<file path="src/rtl/drop_unit_pkg.sv">
// drop_unit_pkg
//   Shared definitions for the multi-drop response unit.
//   - drop_cnt_width(): number of bits needed to hold 0..max_drops.
//   - c_mode_pass / c_mode_drop: decoded operating mode, exposed as a named
//     signal inside the top so it is easy to spot on a waveform.
package drop_unit_pkg;

  localparam logic c_mode_pass = 1'b0;
  localparam logic c_mode_drop = 1'b1;

  function automatic int drop_cnt_width(input int max_drops);
    return $clog2(max_drops + 1);
  endfunction

endpackage

</file>
<file path="src/rtl/drop_unit_pipe_reg.sv">
// drop_unit_pipe_reg
//   One-entry val/rdy pipe register. Holds a single message and can accept a
//   new one in the same cycle the held one is drained (full throughput).
// Ports:
//   clk        clock
//   reset      asynchronous active-low reset; empties the register
//   in_val_i   upstream message valid
//   in_rdy_o   register can take a message (empty, or draining this cycle)
//   in_msg_i   upstream message
//   out_val_o  register holds a message
//   out_rdy_i  downstream ready
//   out_msg_o  held message
module drop_unit_pipe_reg #(
  parameter int p_msg_nbits = 1
) (
  input  logic                   clk,
  input  logic                   reset,
  input  logic                   in_val_i,
  output logic                   in_rdy_o,
  input  logic [p_msg_nbits-1:0] in_msg_i,
  output logic                   out_val_o,
  input  logic                   out_rdy_i,
  output logic [p_msg_nbits-1:0] out_msg_o
);

  logic                   full_q, full_d;
  logic [p_msg_nbits-1:0] msg_q, msg_d;
  logic                   enq, deq;

  assign in_rdy_o  = !full_q || out_rdy_i;
  assign enq       = in_val_i && in_rdy_o;
  assign deq       = full_q && out_rdy_i;
  assign out_val_o = full_q;
  assign out_msg_o = msg_q;

  always_comb begin
    full_d = full_q;
    msg_d  = msg_q;
    if (enq) begin
      full_d = 1'b1;
      msg_d  = in_msg_i;
    end else if (deq) begin
      full_d = 1'b0;
    end
  end

  always_ff @(posedge clk or negedge reset) begin
    if (!reset) begin
      full_q <= 1'b0;
      msg_q  <= '0;
    end else begin
      full_q <= full_d;
      msg_q  <= msg_d;
    end
  end

endmodule

</file>
<file path="src/rtl/drop_unit_multi.sv">
// drop_unit_multi
//   Memory-response filter that silently consumes one response per squashed
//   in-flight request. Up to p_max_drops squashes may be outstanding; the
//   corresponding responses are eaten in arrival order. Optionally registers
//   the forwarded stream to cut the rdy/val combinational path.
// Ports:
//   clk          clock
//   reset        asynchronous active-low reset
//   drop         one pulse per squashed request
//   istream_*    incoming responses from memory (val/rdy)
//   ostream_*    forwarded responses to the pipeline (val/rdy)
//   pending      registered count of responses still to be dropped
//   overflow     sticky: a drop arrived while the counter was saturated
module drop_unit_multi
  import drop_unit_pkg::*;
#(
  parameter int p_msg_nbits = 1,
  parameter int p_max_drops = 3,
  parameter int p_pipe_en   = 0
) (
  input  logic                                       clk,
  input  logic                                       reset,
  input  logic                                       drop,
  input  logic [p_msg_nbits-1:0]                     istream_msg,
  input  logic                                       istream_val,
  output logic                                       istream_rdy,
  output logic [p_msg_nbits-1:0]                     ostream_msg,
  output logic                                       ostream_val,
  input  logic                                       ostream_rdy,
  output logic [drop_cnt_width(p_max_drops)-1:0]     pending,
  output logic                                       overflow
);

  localparam int c_cw = drop_cnt_width(p_max_drops);
  localparam logic [c_cw:0] c_max = (c_cw + 1)'(p_max_drops);

  logic [c_cw-1:0] cnt_q, cnt_d;
  logic            overflow_q, overflow_d;
  logic [c_cw:0]   cnt_eff;
  logic [c_cw:0]   cnt_net;
  logic            mode;
  logic            drop_mode;
  logic            consume;
  logic            sat;
  logic            pass_rdy;

  // The same-cycle drop already counts, so a response arriving alongside the
  // first squash is the one that gets eaten.
  assign cnt_eff   = {1'b0, cnt_q} + {{c_cw{1'b0}}, drop};
  assign mode      = (cnt_eff != '0) ? c_mode_drop : c_mode_pass;
  assign drop_mode = (mode == c_mode_drop);
  assign consume   = istream_val && drop_mode;

  // Saturation is judged on the net count, so drop+consume at the limit is
  // not an overflow.
  assign cnt_net = cnt_eff - {{c_cw{1'b0}}, consume};
  assign sat     = (cnt_net > c_max);

  always_comb begin
    cnt_d      = cnt_net[c_cw-1:0];
    overflow_d = overflow_q;
    if (sat) begin
      cnt_d      = c_max[c_cw-1:0];
      overflow_d = 1'b1;
    end
  end

  always_ff @(posedge clk or negedge reset) begin
    if (!reset) begin
      cnt_q      <= '0;
      overflow_q <= 1'b0;
    end else begin
      cnt_q      <= cnt_d;
      overflow_q <= overflow_d;
    end
  end

  assign pending  = cnt_q;
  assign overflow = overflow_q;

  // In drop mode the response is always taken; otherwise readiness comes
  // from whatever sits downstream.
  assign istream_rdy = reset && (drop_mode || pass_rdy);

  generate
    if (p_pipe_en != 0) begin : g_pipe
      logic pipe_in_val;

      // Squashed responses never enter the register; a message already held
      // belongs to an older request and drains normally.
      assign pipe_in_val = istream_val && !drop_mode;

      drop_unit_pipe_reg #(
        .p_msg_nbits (p_msg_nbits)
      ) u_pipe (
        .clk       (clk),
        .reset     (reset),
        .in_val_i  (pipe_in_val),
        .in_rdy_o  (pass_rdy),
        .in_msg_i  (istream_msg),
        .out_val_o (ostream_val),
        .out_rdy_i (ostream_rdy),
        .out_msg_o (ostream_msg)
      );
    end else begin : g_bypass
      // A stalled response vanishes from ostream the moment a drop arrives.
      assign pass_rdy    = ostream_rdy;
      assign ostream_val = reset && istream_val && !drop_mode;
      assign ostream_msg = istream_msg;
    end
  endgenerate

endmodule

</file>
<file path="config.mk">
export PLATFORM = sky130hd
export DESIGN_NAME = drop_unit_multi
export DESIGN_NICKNAME = d
export VERILOG_FILES = /design/src/rtl/drop_unit_pkg.sv /design/src/rtl/drop_unit_pipe_reg.sv /design/src/rtl/drop_unit_multi.sv
export SDC_FILE = /design/constraint.sdc
export NUM_CORES = 1
export LEC_CHECK = 0
export ABC_AREA = 1
export CAP_MARGIN = 20
export CORE_AREA = 10 10 47 49
export CTS_CLUSTER_DIAMETER = 60
export DETAILED_ROUTE_END_ITERATION = 8
export DIE_AREA = 0 0 57 59
export PLACE_DENSITY_LB_ADDON = 0.05
export SYNTH_ARGS = -nofsm -noshare
export SYNTH_HDL_FRONTEND = slang
export SYNTH_SLANG_ARGS = --single-unit
</file>
<file path="constraint.sdc">
create_clock -name clk -period 1.9 [get_ports clk]
set_clock_uncertainty 0.05 [all_clocks]
set_input_delay 0.38 -clock clk [delete_from_list [all_inputs] [get_ports clk]]
set_output_delay 0.38 -clock clk [all_outputs]
set_load 0.005 [all_outputs]
</file>
==> results.py <==
metrics = {
    "run_status": {
        "status": "finished, final reports clean",
    },
    "logic_synthesis": {
        "ys_warn_count": 0,
        "synth_seq_area_share_pct": 36.6,
        "synth.most_common_cell": "nand2_1",
        "postSynthCellCount": 24,
        "synth_area_um2": 205,
        "synth_top_area_cell": "dfrtp_1",
        "synth_nets": 34,
        "synth-seq-cells": 3,
        "ys_types": 10,
        "synthTopCellsByCount": "nand2_1 (6), inv_1 (5), ha_1 (4), dfrtp_1 (3)",
        "synth_flop_cell": "dfrtp_1",
        "synth_top_area_share_pct": 36.6,
        "syn_avg_cell_area_um2": 8.55,
        "synth_edf_count": 0,
        "synth_area_leaders": "dfrtp_1 (37%), ha_1 (24%), nand2_1 (11%)",
        "synthArstFlopShare_pct": 100,
    },
    "sta": {
        "period_needed_ns": 1.89,
        "rsz0062_at_grt": "true",
        "hold_viol_final": 0,
        "setup_viol": 0,
        "period_share_pct": 99.6,
        "relSlewSlack_pct": 89.6,
        "final_max_slew_viol_count": 0,
        "setup_tns_ns": 0,
        "worst_pin_slew_ns": 0.157,
        "whs_ns": 0.413,
        "fmax_mhz": 528,
    },
    "power": {
        "power_density_mw_per_mm2": 1520,
        "p_leak_nw": 0.203,
        "internal-power_uw": 429,
        "clkPwrFrac_pct": 16.8,
        "pwr-share-seq_pct": 16.2,
        "pwr-share-comb_pct": 67.1,
        "p_sw_uw": 224,
        "p_total_uw": 653,
        "switching_share_pct": 34.3,
        "ir_drop_v": 0.000693,
    },
    "route": {
        "dr.pass1.iters": 2,
        "vias": 208,
        "wl_per_cell_um": 9.67,
        "viasPerCell": 3.59,
        "drtAntennaViolNets": 0,
        "drc": 0,
        "drt_first_iter_violations": 2,
        "wl_um": 561,
    },
    "critical_path": {
        "rrSetupSlack_ns": 0.05,
        "crit_path_start_kind": "primary input",
        "critPathLaunch": "drop",
        "crit_fanout": 2,
        "arrival_ns": 1.46,
        "endpoint_kind": "output port",
        "cp_data_required_time_ns": 1.47,
        "r2r_cells": 9,
        "r2r-end": "pending[1]$_DFF_PN0_",
        "critPathKind": "primary input to output port",
        "cp-endpoint": "ostream_val",
        "reg2reg_from": "pending[0]$_DFF_PN0_",
    },
    "floorplan": {
        "core-area_mm2": 0.00140,
        "die_area_mm2": 0.00336,
        "start_util_pct": 14.6,
        "die-height_um": 59,
        "io-pin-count": 12,
        "rows": 14,
        "die_w_um": 57,
    },
    "global_route": {
        "grt_max_degree": 5,
        "grt_usage_pct": 3.93,
        "antenna_found_initial": 0,
        "grt_pass1_wl_um": 952,
        "grt-ovfl-total": 0,
        "grt_pass1_vias": 240,
    },
    "placement": {
        "port_buffers": 9,
        "gp_congestion": 0.569,
        "dp_hpwl_um": 464,
        "dpl-instance-area_um2": 345,
    },
    "cts": {
        "clock_path_buffers": 2,
        "clock_sinks": 3,
        "htree_levels": 1,
        "path_clk_slew_ns": 0.03,
        "cts_made_buffers": 3,
        "cts-root-buf": "clkbuf_4",
        "tritoncts": "built",
        "clk_latency_ns": 0.23,
        "holdBufCountCts": 0,
    },
    "layout": {
        "design_area_um2": 430,
        "fill_cells": 165,
        "area_delta_synth_final_pct": 110,
        "diodes": 0,
        "fin_nets": 53,
        "drive_above_1_share_pct": 45.2,
    },
    "job": {
        "maxCapViolCount": 0,
    },
    "hold_path": {
        "min_path_type": "flop to flop",
        "hold_depth": 2,
    },
}
-- routing by layer --
metal | wire [µm] | track usage (%) | vias up
li1 | - | - | 108
met1 | 209 | 3.32 | 96
met2 | 308 | 5.74 | 4
met3 | 43 | 2.15 | 0
met4 | 0 | 5.37 | 0
met5 | 0 | 0 | -
-- cell usage in the layout (no fill, tap or decap) --
| master | synthesis | layout |
|---|---|---|
| ha_2 | 0 | 2 |
| nand3_1 | 1 | 1 |
| ha_4 | 0 | 2 |
| nor2_4 | 0 | 1 |
| nand2_2 | 0 | 1 |
| buf_4 | 1 | 5 |
| dlygate4sd2_1 | 0 | 1 |
| buf_6 | 0 | 1 |
| clkbuf_4 | 0 | 3 |
| inv_1 | 5 | 5 |
| clkbuf_1 | 0 | 1 |
| nor2_2 | 1 | 1 |
| dfrtp_1 | 3 | 3 |
| nand2_1 | 6 | 5 |
| a21boi_1 | 0 | 1 |
| clkdlybuf4s50_1 | 0 | 6 |
| buf_2 | 0 | 1 |
| clkbuf_2 | 0 | 1 |
| xnor2_4 | 0 | 1 |
-- kinds of logic (layout without fill, tap and decap cells) --
kind of cell	after synthesis	in the layout	synth area share (%)
compound gates	1	1	3.66
xor+xnor	1	1	4.27
fa+ha+maj	4	4	24.4
buf+inv	6	24	12.8
flops	3	3	36.6
simple gates	9	9	18.3
-- registers in the layout, summed over array words and instances (netlist names) --
name and cells:
pending 2, overflow 1
-- power by group through the flow --
stage | Sequential, mW | Clock [mW] | Combinational (mW)
final | 0.106 | 0.109 | 0.438
after global routing | 0.110 | 0.123 | 0.487
after CTS | 0.106 | 0.117 | 0.389
after detailed placement | 0.102 | 0 | 0.295
after global placement | 0.103 | 0 | 0.300
after floorplan | 0.101 | 0 | 0.139
-- area by class of cell --
type / count / area, µm² / share of cell area [%]
multi-input combinational: 15 / 163 / 37.8
tap: 16 / 20.0 / 4.65
clock buffer: 4 / 26.3 / 6.10
sequential: 3 / 75.1 / 17.4
timing repair buffer: 15 / 128 / 29.7
inverter: 5 / 18.8 / 4.36
-- worst min-delay path by stage --
| stage | from | end | slack (ns) |
|---|---|---|---|
| after detailed placement | overflow$_DFFE_PN0N_ | overflow$_DFFE_PN0N_ | 0.41 |
| final | overflow$_DFFE_PN0N_ | overflow$_DFFE_PN0N_ | 0.41 |
| after floorplan | reset | overflow$_DFFE_PN0N_ | 0.03 |
| after global placement | overflow$_DFFE_PN0N_ | overflow$_DFFE_PN0N_ | 0.40 |
| after CTS | overflow$_DFFE_PN0N_ | overflow$_DFFE_PN0N_ | 0.42 |
| after global routing | reset | pending[0]$_DFF_PN0_ | 0.43 |
-- worst max-delay path: stages --
cell and delay, ns:
dlygate4sd2_1 0.23, ha_2 0.19, ha_4 0.22, nor2_4 0.11, buf_6 0.10, nand2_2 0.04, nor2_2 0.07, buf_2 0.11
-- through the flow --
| step | util [%] | cells | worst slack, ns |
|---|---|---|---|
| 4_1_cts | 29.2 | 58 | -0.0651 |
| 5_1_grt | 30.7 | 58 | -0.0700 |
| 6_report | 30.7 | 58 | 0.00748 |
| 2_1_floorplan | - | 24 | 0.0212 |
| 3_5_place_dp | 24.6 | 53 | -0.642 |
| 3_3_place_gp | 24.6 | 53 | -0.623 |
-- repair_timing --
item / 4_1_cts / 5_1_grt
setup buffers: 1 / 0
pin swaps: 5 / 5
setup endpoints to repair: 5 / 5
cloned: 0 / 0
resized for setup: 14 / 6
No activity file was read; power rests on OpenSTA's default activity.
